### src/rtl/mpeg2_sequence_ctrl.sv
// mpeg2_sequence_ctrl
//   Runs one MPEG2 encode sequence through mpeg2encoder. It accepts a
//   per-sequence configuration (frame size in 16-pixel units and frame
//   count). It forwards 4-pixel YUV444 beats to the encoder with a latency
//   of one cycle, and tracks column, row and frame position while it does
//   so. At the end of the sequence it issues the single-cycle sequence-stop
//   pulse. It then waits for the encoder to drain before it accepts another
//   configuration.
//
// Ports
//   clk, rst               clock, synchronous active-high reset
//   cfg_valid/cfg_ready    configuration handshake (ready only in IDLE)
//   cfg_xsize16/ysize16    frame size / 16, each must be 4..(1<<XL / 1<<YL)
//   cfg_nframes            frames to encode, 0 = run until abort
//   cfg_err                one-cycle pulse when a configuration is rejected
//   abort                  stop at the next frame boundary
//   s_valid/s_ready/s_sof/s_pix   pixel beat input {Y0..Y3,U0..U3,V0..V3}
//   enc_*                  encoder interface
//   busy                   high whenever not IDLE
//   done                   one-cycle pulse on return to IDLE
//   frame_cnt              frames fully forwarded (saturating)
//   sof_err                sticky start-of-frame alignment error
//
// Build option
//   MPEG2_SEQ_CTRL_SOF_CHECK_EN : when defined, each accepted beat's s_sof
//   is compared against the frame position. When undefined, s_sof has no
//   effect and sof_err stays 0.
module mpeg2_sequence_ctrl #(
   parameter int XL = 6,
   parameter int YL = 6,
   parameter int FW = 16
) (
   input  logic          clk,
   input  logic          rst,
   input  logic          cfg_valid,
   output logic          cfg_ready,
   input  logic [XL:0]   cfg_xsize16,
   input  logic [YL:0]   cfg_ysize16,
   input  logic [FW-1:0] cfg_nframes,
   output logic          cfg_err,
   input  logic          abort,
   input  logic          s_valid,
   output logic          s_ready,
   input  logic          s_sof,
   input  logic [95:0]   s_pix,
   output logic [XL:0]   enc_xsize16,
   output logic [YL:0]   enc_ysize16,
   output logic          enc_en,
   output logic [95:0]   enc_pix,
   output logic          enc_sequence_stop,
   input  logic          enc_sequence_busy,
   output logic          busy,
   output logic          done,
   output logic [FW-1:0] frame_cnt,
   output logic          sof_err
);
   typedef enum logic [2:0] {IDLE, WAIT_ENC, STREAM, STOP, DRAIN} state_t;

   // cx counts 4-pixel beats across a row, ry counts pixel rows
   localparam int CXW = XL + 3;
   localparam int RYW = YL + 5;
   localparam logic [XL:0] X_MIN = (XL+1)'(4);
   localparam logic [XL:0] X_MAX = (XL+1)'(1) << XL;
   localparam logic [YL:0] Y_MIN = (YL+1)'(4);
   localparam logic [YL:0] Y_MAX = (YL+1)'(1) << YL;

   state_t        state_reg, state_next;
   logic [XL:0]   xsize_reg;
   logic [YL:0]   ysize_reg;
   logic [FW-1:0] nframes_reg;
   logic [CXW-1:0] cx_reg;
   logic [RYW-1:0] ry_reg;
   logic [FW-1:0] frame_cnt_reg;
   logic          abort_reg;
   logic          enc_en_reg;
   logic [95:0]   enc_pix_reg;
   logic          stop_reg;
   logic          cfg_err_reg;
   logic          done_reg;
   logic [1:0]    drain_cnt_reg;
   logic          sof_err_reg;

   logic          cfg_ok;
   logic          cfg_take;
   logic          cx_last;
   logic          ry_last;
   logic          at_boundary;
   logic          abort_any;
   logic          stop_now;
   logic          accept;
   logic          frame_end;
   logic [FW-1:0] frame_cnt_inc;
   logic          count_done;

   assign cfg_ok = (cfg_xsize16 >= X_MIN) && (cfg_xsize16 <= X_MAX) &&
                   (cfg_ysize16 >= Y_MIN) && (cfg_ysize16 <= Y_MAX);
   assign cfg_take = (state_reg == IDLE) && cfg_valid && cfg_ok;

   assign cx_last     = (cx_reg == ({xsize_reg, 2'b00} - CXW'(1)));
   assign ry_last     = (ry_reg == ({ysize_reg, 4'b0000} - RYW'(1)));
   assign at_boundary = (cx_reg == '0) && (ry_reg == '0);
   assign abort_any   = abort | abort_reg;

   // An abort seen while sitting on a frame boundary refuses the next beat
   // immediately, so no partial frame is ever started.
   assign stop_now  = (state_reg == STREAM) && abort_any && at_boundary;
   assign accept    = s_valid && s_ready;
   assign frame_end = accept && cx_last && ry_last;

   assign frame_cnt_inc = (&frame_cnt_reg) ? frame_cnt_reg : frame_cnt_reg + FW'(1);
   assign count_done    = (nframes_reg != '0) && (frame_cnt_inc == nframes_reg);

   always_comb begin
      state_next = state_reg;
      s_ready    = 1'b0;
      case (state_reg)
         IDLE: begin
            if (cfg_take) state_next = WAIT_ENC;
         end
         WAIT_ENC: begin
            if (!enc_sequence_busy) state_next = STREAM;
         end
         STREAM: begin
            s_ready = !stop_now;
            if (stop_now) begin
               state_next = STOP;
            end else if (frame_end && (count_done || abort_any)) begin
               state_next = STOP;
            end
         end
         STOP: begin
            state_next = DRAIN;
         end
         DRAIN: begin
            if ((drain_cnt_reg == 2'd2) && !enc_sequence_busy) state_next = IDLE;
         end
         default: state_next = IDLE;
      endcase
   end

   always_ff @(posedge clk) begin
      if (rst) begin
         state_reg     <= IDLE;
         xsize_reg     <= '0;
         ysize_reg     <= '0;
         nframes_reg   <= '0;
         cx_reg        <= '0;
         ry_reg        <= '0;
         frame_cnt_reg <= '0;
         abort_reg     <= 1'b0;
         enc_en_reg    <= 1'b0;
         enc_pix_reg   <= '0;
         stop_reg      <= 1'b0;
         cfg_err_reg   <= 1'b0;
         done_reg      <= 1'b0;
         drain_cnt_reg <= '0;
         sof_err_reg   <= 1'b0;
      end else begin
         state_reg   <= state_next;
         enc_en_reg  <= accept;
         if (accept) enc_pix_reg <= s_pix;
         cfg_err_reg <= (state_reg == IDLE) && cfg_valid && !cfg_ok;
         // STOP lasts one cycle right after the last beat was accepted, so
         // the registered pulse lands one cycle after the final enc_en.
         stop_reg    <= (state_reg == STOP);
         done_reg    <= (state_reg == DRAIN) && (state_next == IDLE);
         abort_reg   <= (state_reg == STREAM) && abort_any;

         if (state_reg == STOP) begin
            drain_cnt_reg <= '0;
         end else if ((state_reg == DRAIN) && (drain_cnt_reg != 2'd2)) begin
            drain_cnt_reg <= drain_cnt_reg + 2'd1;
         end

         if (cfg_take) begin
            xsize_reg     <= cfg_xsize16;
            ysize_reg     <= cfg_ysize16;
            nframes_reg   <= cfg_nframes;
            cx_reg        <= '0;
            ry_reg        <= '0;
            frame_cnt_reg <= '0;
            sof_err_reg   <= 1'b0;
         end else if (accept) begin
            if (cx_last) begin
               cx_reg <= '0;
               ry_reg <= ry_last ? '0 : ry_reg + RYW'(1);
            end else begin
               cx_reg <= cx_reg + CXW'(1);
            end
            if (frame_end) frame_cnt_reg <= frame_cnt_inc;
`ifdef MPEG2_SEQ_CTRL_SOF_CHECK_EN
            // The beat is still forwarded and the counters keep their own
            // position; only the flag records the misalignment.
            if (s_sof != at_boundary) sof_err_reg <= 1'b1;
`else
            // The flag starts at 0 and the AND keeps it at 0. s_sof is
            // still consumed so it has a defined load.
            sof_err_reg <= sof_err_reg & s_sof;
`endif
         end
      end
   end

   assign cfg_ready         = (state_reg == IDLE);
   assign busy              = (state_reg != IDLE);
   assign cfg_err           = cfg_err_reg;
   assign done              = done_reg;
   assign enc_xsize16       = xsize_reg;
   assign enc_ysize16       = ysize_reg;
   assign enc_en            = enc_en_reg;
   assign enc_pix           = enc_pix_reg;
   assign enc_sequence_stop = stop_reg;
   assign frame_cnt         = frame_cnt_reg;
   assign sof_err           = sof_err_reg;

endmodule

### config.mk
export PLATFORM = sky130hd
export DESIGN_NAME = mpeg2_sequence_ctrl
export DESIGN_NICKNAME = d
export VERILOG_FILES = /design/src/rtl/mpeg2_sequence_ctrl.sv
export SDC_FILE = /design/constraint.sdc
export NUM_CORES = 1
export LEC_CHECK = 0
export ABC_AREA = 1
export CORE_ASPECT_RATIO = 0.6
export CORE_MARGIN = 8
export CORE_UTILIZATION = 63
export CTS_CLUSTER_SIZE = 8
export DETAILED_ROUTE_END_ITERATION = 12
export DONT_BUFFER_PORTS = 1
export PLACE_DENSITY = 0.87
export SLEW_MARGIN = 20
export SYNTH_ARGS = -nofsm -noshare
export SYNTH_HDL_FRONTEND = slang
export SYNTH_SLANG_ARGS = --single-unit
export TNS_END_PERCENT = 20
### constraint.sdc
create_clock -name clk -period 2.65 [get_ports clk]
set_input_delay 0.3975 -clock clk [delete_from_list [all_inputs] [get_ports clk]]
set_output_delay 0.3975 -clock clk [all_outputs]
set_load 0.02 [all_outputs]
==> results.md <==
* Post-route setup slack at 0.162 ns
* Seq. cell area at 0.00346 mm2
* Total CTS buffers at 17
* Crit path max fanout at 6
* Lkg Pwr at about 3.4 nW
* Crit path capture type: register
* H-tree depth at 4
* Gpl congestion at around 1.0
* Yosys reg bits at 173
* DR iter-0 viols at 778
* Post-synth top area share at 44.2%
* Synth area leaders: dfxtp_1 (44%), nand2_1 (16%), a21oi_1 (9.8%)
* Core Box Area at between 0.01 and 0.015 mm2
* Hold Path Class: in2reg
* Total global routing overflow at 0
* Sequential cell area fraction in the yosys report at between 40 and 50%
* Nets at 1,267
* Dpl ws at -0.314 ns
* RSZ-0062 raised after global routing: yes
* Drc violations at 0
* Largest register FFs at 96
* YS warnings at 0
* Cell-internal power at approximately 0.004 W
* Final HPWL DP at 19,000 um
* TNS Setup at 0 ns
* Library cells used by synthesis at 40
* Crit path DAT at 2.86 ns
* Drt via density at roughly 5.8
* Layout cells sized above 1 at 9.57%
* Wire per inst at 19.4 um
* Outcome: finished, final reports clean
* Clock Tree Root: clkbuf_16
* Synthesis-to-layout area growth at 12.6%
* Slew @ Worst Pin at around 0.64 ns
* CTS tree: done
* Clock transition at path regs at 0.07 ns
* CP startpoint kind: register
* Switch Pwr at 0.00151 W
* Vias in the first global route at about 7,100
* Final Max Tran Viols at 0
* First-pass GRT wire length at 38,300 um
* Drt first pass iters at 5
* Max frequency at 402 MHz
* Syn_area_per_cell at 7.06 um2
* Sw frac at 27.1%
* Area occupied by multi-input gates at 0.00383 mm2
* MaxCap Viol Count at 0
* CTS sink cnt at 173
* Max-slew headroom at 57.3%
* Initial antenna violation count at 0
* Cell Rows at 31
* Kind of critical path: reg2reg
* Diode count at 0
* Largest net degree at the start of global routing at 108
* Tcrit/Tclk final at a little over nine tenths
* Initial Util at 64.7%
* Via count at 7,565
* Cell area power density at 630 mW/mm2
* Synthesized area at 0.00783 mm2
* IO Port Bufs at 0
* Fin. Hold Viols at 0
* Clock Power Share at between 40% and 50%
* Minimum clock period at 2.49 ns
* Final Setup Violations at 0
* Seq pwr share at 48.6%
* Die X at 160 um
* Full die area at 0.0164 mm2
* Clock buffer depth at 2
* Total Wirelength at 25,300 um
* Post-layout util at 72.9%
* Mapped Cells at ~1,100
* GRT Total Usage at between 20% and 30%
* Boundary pin count at 267
* Clock Skew at 0.0170 ns
* Final ANT Viol Nets at 0
* Die Ht at 102 um
* Comb power frac at around 6.8%
* # fillers at 994
* Critical Path RT at 3.02 ns
* Worst skew pair latency at 0.43 ns
* Dominant cell type by area after synthesis: dfxtp_1
* Maximum VDD drop at around 0.00041 V
* Syn Nets at about 1,300
cell usage after synthesis, drive strengths merged:
library cell and number:
o2111ai 1, o21ai 48, xnor2 10, and2 1, o22ai 1, a21oi 155, a21boi 1, clkbuf 30
nor4 9, o211a 2, nand3 51, o21bai 4, ha 8, o211ai 1, nand2 347, a211oi 1
xor2 26, buf 22, nor3b 1, or2 1, nor3 21, inv 89, dfxtp 173, nor2 85
nand4 21, nand3b 1
worst paths after layout:
check             depth (start not counted)         start            to  slack (ns)
hold / removal                            1           rst   enc_pix[39]        0.04
hold reg to reg                           2     cx_reg[0]     cx_reg[0]        0.49
setup / recovery                         16  frame_cnt[0]  state_reg[0]        0.16
setup reg to reg                         16  frame_cnt[0]  state_reg[0]        0.16
worst max-delay path, cell delays in order, from the launching register on:
cell	delay, ns
dfxtp_1	0.36
ha_2	0.27
inv_1	0.07
nor2_2	0.20
nand2_4	0.12
nor2_2	0.22
nand2_1	0.18
nand3_2	0.18
xor2_1	0.22
nand3_1	0.12
nor2_2	0.11
nand2_1	0.06
nand2_1	0.07
nand2_1	0.07
nand3_1	0.07
nand2_1	0.06
inv_1	0.06
routing by layer:
| layer | GRT usage [%] | part of all wire (%) | vias up |
|---|---|---|---|
| met2 | 46.0 | 44 | 439 |
| met3 | 12.8 | 13 | 41 |
| li1 | - | - | 3628 |
| met5 | 0 | 0 | - |
| met1 | 36.9 | 41 | 3457 |
| met4 | 7.07 | 1.5 | 0 |
per-stage QoR:
step           hold slack [ns]  instances  instance area, um2  total power, W
2_1_floorplan            0.455       1110                7830         0.00305
3_3_place_gp             0.475       1270                8200         0.00312
3_5_place_dp             0.476       1270                8200         0.00313
4_1_cts                 0.0266       1303                8800         0.00557
5_1_grt                 0.0251       1304                8820         0.00574
6_report                0.0430       1304                8820         0.00556
layout by cell type, fill, tap and decap left out, types with 5 or more instances in the layout:
master and instances:
o21ai_0 46, nand3_1 47, dfxtp_1 173, xor2_1 26, clkbuf_16 17, buf_4 46, nand4_1 21, nand2_1 341
inv_8 5, nor3_1 20, nor4_1 8, nor2_1 77, inv_1 84, a21oi_1 154, nor2_2 7, ha_1 7
xnor2_1 10
layout make-up:
class,count,area share [%]
Clock buffer,17,4.82
Sequential cell,173,39.3
Clock inverter,15,1.92
Multi-Input combinational cell,797,43.5
Timing Repair Buffer,48,4.37
Tap cell,165,2.34
Inverter,89,3.82
timing repair:
item                                    in CTS  in global routing
gates resized for setup                      1                  2
endpoints found under the hold margin        0                  0
gates cloned                                 1                  0
endpoints found under the setup margin      17                 75
buffers inserted                             0                  1
hold buffers                                 0                  0
pin swaps                                    1                  2
power groups by stage:
stage	combinational, W	sequential (W)	clock (W)
4_1_cts	0.000372	0.00270	0.00250
6_report	0.000377	0.00270	0.00248
3_3_place_gp	0.000361	0.00276	0
2_1_floorplan	0.000282	0.00277	0
5_1_grt	0.000417	0.00271	0.00261
3_5_place_dp	0.000369	0.00276	0
cell families (layout without fill, tap and decap cells):
group	after synthesis	in the layout	synth area share, %
compound gates	214	214	14.1
flops	173	173	44.2
fa+ha+maj	8	8	1.28
simple gates	538	539	29.0
xor+xnor	36	36	4.03
buf+inv	141	169	7.32
Note: power is estimated with default switching activity, not from simulation.
